===== src/rtl/writeback_pkg.sv =====
// Shared constants and the MEM/WB register layout for the writeback stage.
// Decode's control unit uses the same source-op and load funct3 encodings.
package writeback_pkg;

    localparam logic [1:0] SRC_ALU  = 2'b00;
    localparam logic [1:0] SRC_LOAD = 2'b01;
    localparam logic [1:0] SRC_PC4  = 2'b10;
    localparam logic [1:0] SRC_IMM  = 2'b11;

    localparam logic [2:0] LB  = 3'b000;
    localparam logic [2:0] LH  = 3'b001;
    localparam logic [2:0] LW  = 3'b010;
    localparam logic [2:0] LBU = 3'b100;
    localparam logic [2:0] LHU = 3'b101;

    typedef struct packed {
        logic        valid;
        logic [4:0]  rd;
        logic        reg_write;
        logic [1:0]  src_op;
        logic [2:0]  mask;
        logic [1:0]  addr_lo;
        logic [31:0] alu_result;
        logic [31:0] pc_plus4;
        logic [31:0] immediate;
        logic [31:0] dmem_rdata;
    } wb_reg_t;

endpackage


===== src/rtl/writeback_load_align.sv =====
// Byte/half/word extraction and sign/zero extension of word-aligned load data.
// Misalignment is reported purely from offset and mask; the caller qualifies it.
module load_align
    import writeback_pkg::*;
(
    input  logic [31:0] rdata,
    input  logic [1:0]  offset,
    input  logic [2:0]  mask,
    output logic [31:0] data,
    output logic        misaligned
);

    logic [7:0]  byte_sel;
    logic [15:0] half_sel;

    // Pick the addressed byte lane.
    always_comb begin
        byte_sel = rdata[7:0];
        case (offset)
            2'd0: byte_sel = rdata[7:0];
            2'd1: byte_sel = rdata[15:8];
            2'd2: byte_sel = rdata[23:16];
            2'd3: byte_sel = rdata[31:24];
            default: byte_sel = rdata[7:0];
        endcase
    end

    assign half_sel = offset[1] ? rdata[31:16] : rdata[15:0];

    // Extend the selected lane by load type; undefined funct3 yields zero.
    always_comb begin
        data       = '0;
        misaligned = 1'b0;
        case (mask)
            LB:  data = {{24{byte_sel[7]}}, byte_sel};
            LBU: data = {24'h0, byte_sel};
            LH: begin
                data       = {{16{half_sel[15]}}, half_sel};
                misaligned = offset[0];
            end
            LHU: begin
                data       = {16'h0, half_sel};
                misaligned = offset[0];
            end
            LW: begin
                data       = rdata;
                misaligned = (offset != 2'd0);
            end
            default: data = '0;
        endcase
    end

endmodule


===== src/rtl/writeback.sv =====
// RV32I writeback stage: MEM/WB register, result select, rd write port to
// decode, retired-instruction counter and misaligned-load flag.
module writeback
    import writeback_pkg::*;
#(
    parameter int INSTRET_WIDTH = 64
) (
    input  logic                     i_clk,
    input  logic                     i_rst,
    input  logic                     i_valid,
    input  logic                     i_stall,
    input  logic                     i_flush,
    input  logic [4:0]               i_rd,
    input  logic                     i_reg_write,
    input  logic [1:0]               i_reg_write_source_op,
    input  logic [2:0]               i_dmem_mask,
    input  logic [31:0]              i_alu_result,
    input  logic [31:0]              i_pc_plus4,
    input  logic [31:0]              i_immediate,
    input  logic [31:0]              i_dmem_rdata,
    output logic                     o_rd_wen,
    output logic [4:0]               o_rd_waddr,
    output logic [31:0]              o_rd_wdata,
    output logic                     o_retire,
    output logic                     o_misaligned,
    output logic [INSTRET_WIDTH-1:0] o_instret
);

    wb_reg_t                  wb_q;
    logic [31:0]              load_data;
    logic                     align_err;
    logic                     load_misaligned;
    logic [31:0]              result;
    logic [INSTRET_WIDTH-1:0] instret_q;

    // MEM/WB register: a bubble is an all-zero bundle so waddr/wdata read 0 too.
    always_ff @(posedge i_clk or posedge i_rst) begin
        if (i_rst) begin
            wb_q <= '0;
        end else if (i_flush) begin
            wb_q <= '0;
        end else if (!i_stall) begin
            wb_q <= '{valid:      i_valid,
                      rd:         i_rd,
                      reg_write:  i_reg_write,
                      src_op:     i_reg_write_source_op,
                      mask:       i_dmem_mask,
                      addr_lo:    i_alu_result[1:0],
                      alu_result: i_alu_result,
                      pc_plus4:   i_pc_plus4,
                      immediate:  i_immediate,
                      dmem_rdata: i_dmem_rdata};
        end
    end

    load_align u_load_align (
        .rdata      (wb_q.dmem_rdata),
        .offset     (wb_q.addr_lo),
        .mask       (wb_q.mask),
        .data       (load_data),
        .misaligned (align_err)
    );

    // Only a real load instruction can be misaligned.
    assign load_misaligned = wb_q.valid & (wb_q.src_op == SRC_LOAD) & align_err;

    // Result select by source op.
    always_comb begin
        result = wb_q.alu_result;
        case (wb_q.src_op)
            SRC_ALU:  result = wb_q.alu_result;
            SRC_LOAD: result = load_data;
            SRC_PC4:  result = wb_q.pc_plus4;
            SRC_IMM:  result = wb_q.immediate;
            default:  result = wb_q.alu_result;
        endcase
    end

    // Write stays asserted while stalled; rewriting the same value is harmless.
    assign o_rd_wen     = wb_q.valid & wb_q.reg_write & (wb_q.rd != 5'd0) & ~load_misaligned;
    assign o_rd_waddr   = wb_q.rd;
    assign o_rd_wdata   = result;
    assign o_retire     = wb_q.valid & ~i_stall;
    assign o_misaligned = load_misaligned;
    assign o_instret    = instret_q;

    // Retired-instruction counter, wraps naturally at its maximum.
    always_ff @(posedge i_clk or posedge i_rst) begin
        if (i_rst) begin
            instret_q <= '0;
        end else if (o_retire) begin
            instret_q <= instret_q + INSTRET_WIDTH'(1);
        end
    end

endmodule

===== config.mk =====
export PLATFORM = sky130hd
export DESIGN_NAME = writeback
export DESIGN_NICKNAME = d
export VERILOG_FILES = /design/src/rtl/writeback_pkg.sv /design/src/rtl/writeback_load_align.sv /design/src/rtl/writeback.sv
export SDC_FILE = /design/constraint.sdc
export NUM_CORES = 1
export LEC_CHECK = 0
export CORE_ASPECT_RATIO = 1.4
export CORE_MARGIN = 5
export CORE_UTILIZATION = 50
export DETAILED_ROUTE_END_ITERATION = 6
export GPL_ROUTABILITY_DRIVEN = 0
export PLACE_DENSITY_LB_ADDON = 0.15
export SKIP_CTS_REPAIR_TIMING = 1
export SLEW_MARGIN = 0
export SYNTH_ARGS = -nofsm -noshare
export SYNTH_HDL_FRONTEND = slang
export SYNTH_SLANG_ARGS = --single-unit
export TNS_END_PERCENT = 30

===== constraint.sdc =====
create_clock -name i_clk -period 9.36 [get_ports i_clk]
set_clock_uncertainty 0.15 [all_clocks]
set_input_delay 1.872 -clock i_clk [delete_from_list [all_inputs] [get_ports i_clk]]
set_output_delay 1.872 -clock i_clk [all_outputs]
set_load 0.05 [all_outputs]

==> results of run 1 <==
## worst max-delay path: cells and delay by family, from the launching register on
| family | cells | cell delay [ps] |
|---|---|---|
| flip-flops | 1 | 930 |
| buffers and inverters | 1 | 860 |
| AND/OR/NAND/NOR | 2 | 990 |
| AO/OA/AOI/OAI | 3 | 600 |
## synth_stat cells (all sizes together) (2+ instances only)
cell type / instances
o211ai: 2
clkbuf: 39
mux2i: 141
mux4: 15
or3: 2
nand2b: 3
a22o: 7
nor3: 18
xor2: 28
nor4: 6
o22ai: 8
and3: 10
inv: 7
nand4: 16
and4: 7
o21ai: 2
dfrtp: 204
xnor2: 35
nand3: 18
buf: 29
a21oi: 49
a221oi: 8
nand2: 64
and2: 5
nor3b: 3
nor2: 178
nor2b: 3
o22a: 16
## how the worst max path moves through the flow
| stage | end | cells after the start | slack [ps] | from |
|---|---|---|---|---|
| after floorplan | o_instret[0]$_DFFE_PP0P_ | 1 | 1770 | i_rst |
| after global placement | o_retire | 3 | 3600 | i_stall |
| after detailed placement | o_retire | 3 | 3580 | i_stall |
| after CTS | o_rd_wdata[11] | 6 | 3460 | wb_q[133]$_DFFE_PP0P_ |
| after global routing | o_rd_wdata[11] | 6 | 3180 | wb_q[133]$_DFFE_PP0P_ |
| final | o_rd_wdata[11] | 6 | 3450 | wb_q[133]$_DFFE_PP0P_ |
## per-layer routing
| layer | routed length, um | up-vias |
|---|---|---|
| li1 | - | 3660 |
| met1 | 10700 | 3818 |
| met2 | 14400 | 295 |
| met3 | 1900 | 39 |
| met4 | 692 | 2 |
| met5 | 7 | - |
## registers in the layout (all words and copies together), names as in the netlist
name        flops
wb_q          135
o_instret      64
o_rd_waddr      5
## where the power goes
part           total (W)  internal, W  switching [W]  leakage [nW]
sequential      0.000968     0.000924      0.0000439          2.72
combinational   0.000397     0.000172       0.000225          3.05
clock           0.000838     0.000497       0.000341         0.350
## metrics by stage
step           area (um^2)  power [W]  instances  hold WS, ps  setup WS (ps)
6_report             13200    0.00220       1411          321           3450
5_1_grt              13200    0.00229       1411          339           3180
4_1_cts              13200    0.00223       1409          321           3460
3_5_place_dp         12500    0.00138       1370          309           3580
3_3_place_gp         12500    0.00138       1370          308           3600
2_1_floorplan        10000    0.00122        935          334           1770
## layout make-up
class	count	area share [%]
Multi-Input combinational cell	656	34.5
Clock buffer	35	5.14
Sequential cell	204	38.6
Tap cell	252	2.38
Clock inverter	4	0.180
Timing Repair Buffer	251	18.9
Inverter	7	0.255
Antenna cell	2	0.0378
## logic make-up (layout without fill, tap and decap cells)
kind of cell	count (synthesis)	after routing	synth area share, %
xor+xnor	63	63	5.52
flops	204	204	51.0
mux	157	157	17.6
compound gates	95	95	6.23
fa+ha+maj	1	1	0.125
other cells	0	2	0
simple gates	340	340	16.2
buf+inv	75	297	3.24
==> impl_results.md, run 1 <==
- Top post-synthesis cells by area: dfrtp_1 (51%), mux2i_1 (14%), nor2_1 (6.7%), mux4_2 (3.4%), xnor2_1 (3.1%)
- Reg2Reg Setup Slack: 6620 ps
- Vias/cell: about 5.5
- Area added between synthesis and finish: 32.4%
- Met3 Use GR: 3.73%
- Post-layout util: 67.0%
- Total GRT Usage: 23.9%
- Initial drt markers: 608
- Commonest non-fill, non-tap cell in the layout: clkdlybuf4s50_1
- Max Cap Viol: 0
- Max Fclk: 169 MHz
- Worst Path Required: 7340 ps
- Post-synth EDFFs: 0
- Synthesized area: 0.0100 mm^2
- Tmin final: 5910 ps
- Fill cells: 1597
- Post-synth top flop: dfrtp_1
- Vias in the first global route: around 8k
- Worst R2R End: o_instret[62]$_DFFE_PP0P_
- Ys Warns: 0
- Crit-path max FO: 38
- Worst Setup Path Type: flop to output port
- Relative slew margins: between 20% and 30%
- Detail Placement HPWL: 19500 um
- Clock-pin slew on the worst setup and hold paths: 60 ps
- WL final: 27600 um
- Hold WC Path Type: flop to flop
- First-pass GRT wire length: 43700 um
- Reg2reg start: o_instret[0]$_DFFE_PP0P_
- GR Layer Usage met1: around 30%
- Syn Area/Cell: 10.7 um^2
- Nets: 1287
- Final setup TNS: 0 ps
- Worst Tran Pin Value: 1080 ps
- Tcrit/Tclk final: approximately 63%
- Layout cells sized above 1: 7.43%
- Setup crit end kind: output port
- GRT overflow: 0
- CTS H-tree depth: 1
- First-pass iteration count of the detailed router: 5
- Cells on Worst Hold Path: 1
- Multi-input gate area: 0.00457 mm^2
- Initial Util: about half
- Arrival @ worst endpoint: 3890 ps
- Most frequent cells in the layout: clkdlybuf4s50_1 (245), dfrtp_1 (203), nor2_1 (178)
- IO Pins: roughly 250
- Hold path start: o_instret[63]$_DFFE_PP0P_
- Unique masters post-synth: 54
- Die X: 130 um
- CTS tree: done
- Mapped Cells: about 940
- CP Launch Type: flop
- Critical-path top delay cell: dfrtp_2
- Seq cells post-synth: 204
- Clock buffer depth: 3
- Reg2reg path depth: 6
- Final ANT Viol Nets: 0
- Cts bufs inserted: 22
- Outcome: complete, no violations
- Std cell rows: approximately 60
- Setup Viol. Count Final: 0
- CP peak stage delay: ~930 ps
- Drt wl/cell: just under 20 um
- Detailed-route DRC error count: 0
- Worst hold endpoint: o_instret[63]$_DFFE_PP0P_
- IO buf count: between 200 and 250
- Clock sinks: between 200 and 250
- Later-pin clock latency in the skew report: ~500 ps
- Crit path cell chain: nand2b_1 > nor2_1 > a21oi_1 > a221oi_1 > a21oi_1 > clkdlybuf4s50_1
- Worst-case vdd ir drop: 0.000187 V
- Leading area contributor after synthesis: dfrtp_1
- Most Used Layer, Global Route: met2
- Largest net degree at the start of global routing: 128
- Initial antenna violation count: 3
- Top-area cell type share of the netlist area: 51.0%
- CP most frequent cell: a21oi_1
- Mapped Nets: 1080
- Slew Limit Fails: 0
- Final hold viol count: 0
- Die Area: 0.0230 mm^2
- Via Count: 7814
- Clock root cell: clkbuf_16
- Post-synth ARST share: 100%
- Chip height: 177 um
- GR Util met2: 41.9%
- P_leak: 6.12 nW
- RSZ-0062 raised after global routing: false
- Core box area: 0.0198 mm^2
- Pwr dens: 166 mW/mm^2
- Seq/Total Area, Yosys: 51.0%
- FF+latch area: 0.00511 mm^2
No activity file was read; power rests on OpenSTA's default activity.
==> run 2, diff against run 1 <==
clock period = 5.9 ns   (was 9.36 ns; I/O delays follow)
==> run 2 against run 1 <==
Against the previous run: register-to-register slack got worse by 3400 ps; sequential power is 59% higher; utilization shrank 0.30 points.
==> impl_results.md, run 2 (synthesis results as in run 1) <==
- Pwr dens: ~260 mW/mm^2
- Relative slew margins: between 20% and 30%
- Switch share: 28.5%
- Detail Placement HPWL: 20300 um
- Setup Viol. Count Final: 0
- Flop pwr share: between 40% and 50%
- Cts bufs inserted: 21
- GRT overflow: 0
- Tcrit/Tclk final: 84.6%
- Layout cells sized above 1: roughly 7.3%
- IO buf count: 247
- Die X: 130 um
- Vias in the first global route: 7908
- Nets: between 1k and 1.5k
- Critical-path top delay cell: clkdlybuf4s50_1
- Reg2reg start: o_instret[0]$_DFFE_PP0P_
- Reg2Reg Setup Slack: roughly 3200 ps
- Buffers & Inverters on Critical Path: 2
- Crit path cell chain: buf_4 > and3b_1 > nand2b_1 > a21oi_1 > o22a_1 > clkdlybuf4s50_1
- Initial drt markers: 594
- Final setup TNS: 0 ps
- Arrival @ worst endpoint: 3660 ps
- Post-layout util: 66.7%
- Max Fclk: 200 MHz
- Multi-input gate area: 0.00457 mm^2
- Switching Power: ~0.00097 W
- Chip height: 177 um
- Area added between synthesis and finish: 31.8%
- CP Launch Type: flop
- Core box area: 0.0198 mm^2
- CP delay by family, top: buffers and inverters
- Commonest non-fill, non-tap cell in the layout: clkdlybuf4s50_1
- Total GRT Usage: 23.9%
- Initial Util: 50.6%
- Int Pwr: 0.00242 W
- Placed Cells incl. Taps: 1373
- Slew Limit Fails: 0
- Clock power frac: between 30% and 40%
- Clock buffer depth: 3
- Fill cells: about 1.6k
- Hold WC Path Type: flop to flop
- Final hold viol count: 0
- Max Cap Viol: 0
- Final ANT Viol Nets: 0
- Via Count: 7882
- Non-filler cells, final: approximately 1.4k
- Instance count on the critical path: 6
- Worst Path Required: 4570 ps
- Setup crit end kind: output port
- FF+latch area: 0.00511 mm^2
- CTS tree: done
- Reg2reg path depth: 6
- Crit-path max FO: 21
- Clock root cell: clkbuf_16
- First-pass iteration count of the detailed router: 5
- Worst R2R End: o_instret[54]$_DFFE_PP0P_
- CP peak stage delay: 800 ps
- Outcome: complete, no violations
- Drt wl/cell: 19.8 um
- Setup crit start: wb_q[133]$_DFFE_PP0P_
- Initial antenna violation count: 2
- Worst Tran Pin Value: roughly 1100 ps
- Later-pin clock latency in the skew report: 490 ps
- RSZ-0062 raised after global routing: false
- Vias/cell: 5.58
- Largest net degree at the start of global routing: 130
- P_leak: 6.09 nW
- Std cell rows: ~60
- Clock sinks: ~200
- Top reg by flops: wb_q
- Critical Path End: o_rd_wdata[18]
- Worst-case vdd ir drop: 0.000204 V
- Detailed-route DRC error count: 0
- Most frequent cells in the layout: clkdlybuf4s50_1 (245), dfrtp_1 (203), nor2_1 (178)
- First-pass GRT wire length: 43300 um
- Clock-pin slew on the worst setup and hold paths: roughly 60 ps
- Worst Setup Path Type: flop to output port
- IO Pins: 248
- Largest register FFs: 135
- Tmin final: between 4000 and 5000 ps
- CTS H-tree depth: 1
- Combinational power share: 18.7%
- WL final: 28000 um
- Die Area: 0.0230 mm^2
==> run 2: area by class of cell <==
type	count	share of cell area (%)
Sequential cell	204	38.7
Multi-Input combinational cell	656	34.7
Timing Repair Buffer	254	19.3
Clock buffer	31	4.42
Tap cell	252	2.39
Clock inverter	6	0.228
Inverter	7	0.228
Antenna cell	2	0.0380
==> run 2: worst register-to-register path: cells and delay by family (launching register included) <==
kind          cells  cell delay [ps]
flops             1              450
simple gates      4             1640
fa+ha+maj         1              210
xor+xnor          1              190
==> run 2: power groups by stage <==
stage,Clock [W],Sequential (W),Combinational [W]
floorplan,0,0.00157,0.000365
global placement,0,0.00156,0.000628
detailed placement,0,0.00156,0.000635
CTS,0.00124,0.00154,0.000637
global route,0.00130,0.00155,0.000674
finish,0.00122,0.00154,0.000633
==> run 2: layer usage <==
metal	up-vias	GRT usage, %	routed length [um]	part of all wire (%)
met5	-	0	0	0
met4	0	10.7	1280	4.6
met3	56	4.03	1750	6.3
met2	272	41.5	14300	51
met1	3895	28.9	10700	38
li1	3659	-	-	-
==> run 2: worst min-delay path by stage <==
stage / startpoint / to / cells past startpoint
after global placement: o_instret[63]$_DFFE_PP0P_ / o_instret[63]$_DFFE_PP0P_ / 1
after CTS: o_instret[63]$_DFFE_PP0P_ / o_instret[63]$_DFFE_PP0P_ / 1
after floorplan: wb_q[64]$_DFFE_PP0P_ / wb_q[64]$_DFFE_PP0P_ / 2
after global routing: o_instret[63]$_DFFE_PP0P_ / o_instret[63]$_DFFE_PP0P_ / 1
final: o_instret[63]$_DFFE_PP0P_ / o_instret[63]$_DFFE_PP0P_ / 1
after detailed placement: o_instret[63]$_DFFE_PP0P_ / o_instret[63]$_DFFE_PP0P_ / 1
==> run 2: metrics by stage <==
stage | worst slack, ps | instance area (um^2) | hold WS (ps) | power (W)
after floorplan | 1930 | 10000 | 334 | 0.00194
after global placement | 1510 | 12600 | 308 | 0.00219
after detailed placement | 1450 | 12600 | 308 | 0.00220
after CTS | 914 | 13200 | 319 | 0.00342
after global routing | 705 | 13200 | 345 | 0.00352
final | 909 | 13200 | 312 | 0.00339
==> RTL change: new RTL, config.mk and constraints of run 1 <==
`INSTRET_WIDTH`: 64 -> 128.
--- a/src/rtl/writeback.sv
+++ b/src/rtl/writeback.sv
@@ -4,5 +4,5 @@
     import writeback_pkg::*;
 #(
-    parameter int INSTRET_WIDTH = 64
+    parameter int INSTRET_WIDTH = 128
 ) (
     input  logic                     i_clk,
Interface: changed (resized o_instret); port bits go from 248 to 312. No check against the original RTL was run, so the function may have changed too.
==> RTL change against run 1 <==
Largest cell class unchanged; sequential power increased by 28%; design area increased by 32%; clock power increased by 25%; setup slack got worse by 91 ps; total power increased by 23%; hold slack improved by 9.1 ps; global-route usage increased by 2.2 points; critical path type unchanged; highest routed layer unchanged; sequential cell count increased by 64; wire length increased by 43%; area after synthesis increased by 33%.
==> RTL change: results (changes against run 1) <==
[global_routing]
grt_pass1_wl_um=62800  ; +44%
first_global_vias=11300  ; +41%

[detailed_routing]
wl_met1_um=14800  ; +39%
wl_um=39700  ; +43%
routed-wl-met3_um=2970  ; +57%

[worst_hold_path]
min_from=o_instret[127]$_DFFE_PP0P_

[logic_synthesis]
yosys-top-cells-area=dfrtp_1 (50%), mux2i_1 (11%), nor2_1 (6.6%)
synth_cells=1310  ; +40%
synth_fp_nets=1455  ; +35%
synthTopCellsByCount=dfrtp_1 (268), nor2_1 (235), mux2i_1 (141)

[power_and_ir_drop]
ir_drop_v=0.000176  ; -5.9%
power.switching_w=0.000726  ; +19%
power_w=0.00270  ; +23%

[place]
dp_hpwl_um=28600  ; +47%
dp_slack_ps=3480  ; -99.0 ps
dpl.cell_count=1886  ; +38%

[setup_path]
crit_start=wb_q[134]$_DFFE_PP0P_
worstPathMaxFanout=40  ; +5.3%
rr_worst_depth=7  ; +1
max_stage_delay_ps=1080  ; +150 ps

[final_layout]
n_fill_cell=2097  ; +31%
syn2layout_area_growth_pct=31.3
drive_gt1_share_pct=5.23  ; -2.2 points

[outcome]
status=finished, final reports clean

[timing]
tightest_slew_ps=1340  ; +255 ps

-- RTL change: cell types whose count changed after synthesis, sizes merged, moves of 9 or more --
cell	run 1	this run
dfrtp	204	268
and3	10	36
and4	7	16
nor3	18	27
nand2	64	102
nand4	16	58
nor4	6	22
nand3	18	57
a22oi	0	9
xnor2	35	76
nor2	178	236
xor2	28	51
-- RTL change: routing by layer --
metal | vias to the layer above | GRT usage (%)
met1 | 5346 | 31.5
li1 | 5138 | -
met5 | - | 0
met2 | 359 | 44.8
met3 | 91 | 6.51
met4 | 14 | 10.4
-- RTL change: cells by family after synthesis --
logic type | synth area share (%)
AOI/OAI and AO/OA | 4.41
buffers and inverters | 2.52
muxes | 12.0
and+or+nand+nor | 22.3
adders and majority gates | 0.0939
xor gates and xnor gates | 8.35
DFF | 50.3
-- RTL change: area by class of cell --
class,instances,area share [%]
well taps,324,2.32
inverters,10,0.236
clock inverters,5,0.143
flip-flops and latches,268,38.3
clock buffers,40,4.73
repair buffers,321,18.2
multi-input cells,963,35.9
diodes,6,0.0858
-- RTL change: path summary, 6_finish.rpt --
| check | slack (ps) | to |
|---|---|---|
| worst max-delay path | 3350 | o_rd_wdata[21] |
| worst min-delay path | 330 | o_instret[127]$_DFFE_PP0P_ |
| worst max register to register | 6240 | o_instret[100]$_DFFE_PP0P_ |
| worst min register to register | 330 | o_instret[127]$_DFFE_PP0P_ |
| max in group asynchronous | 5630 | o_instret[39]$_DFFE_PP0P_ |
| min in group asynchronous | 1560 | wb_q[115]$_DFFE_PP0P_ |
-- RTL change: worst reg2reg max path, stage by stage, from the launching register on --
cell and delay [ps]:
dfrtp_1 470, ha_1 220, nand3b_1 150, nor2_1 410, nand2_1 280, nor4_4 900
nand4_1 230, xnor2_1 190
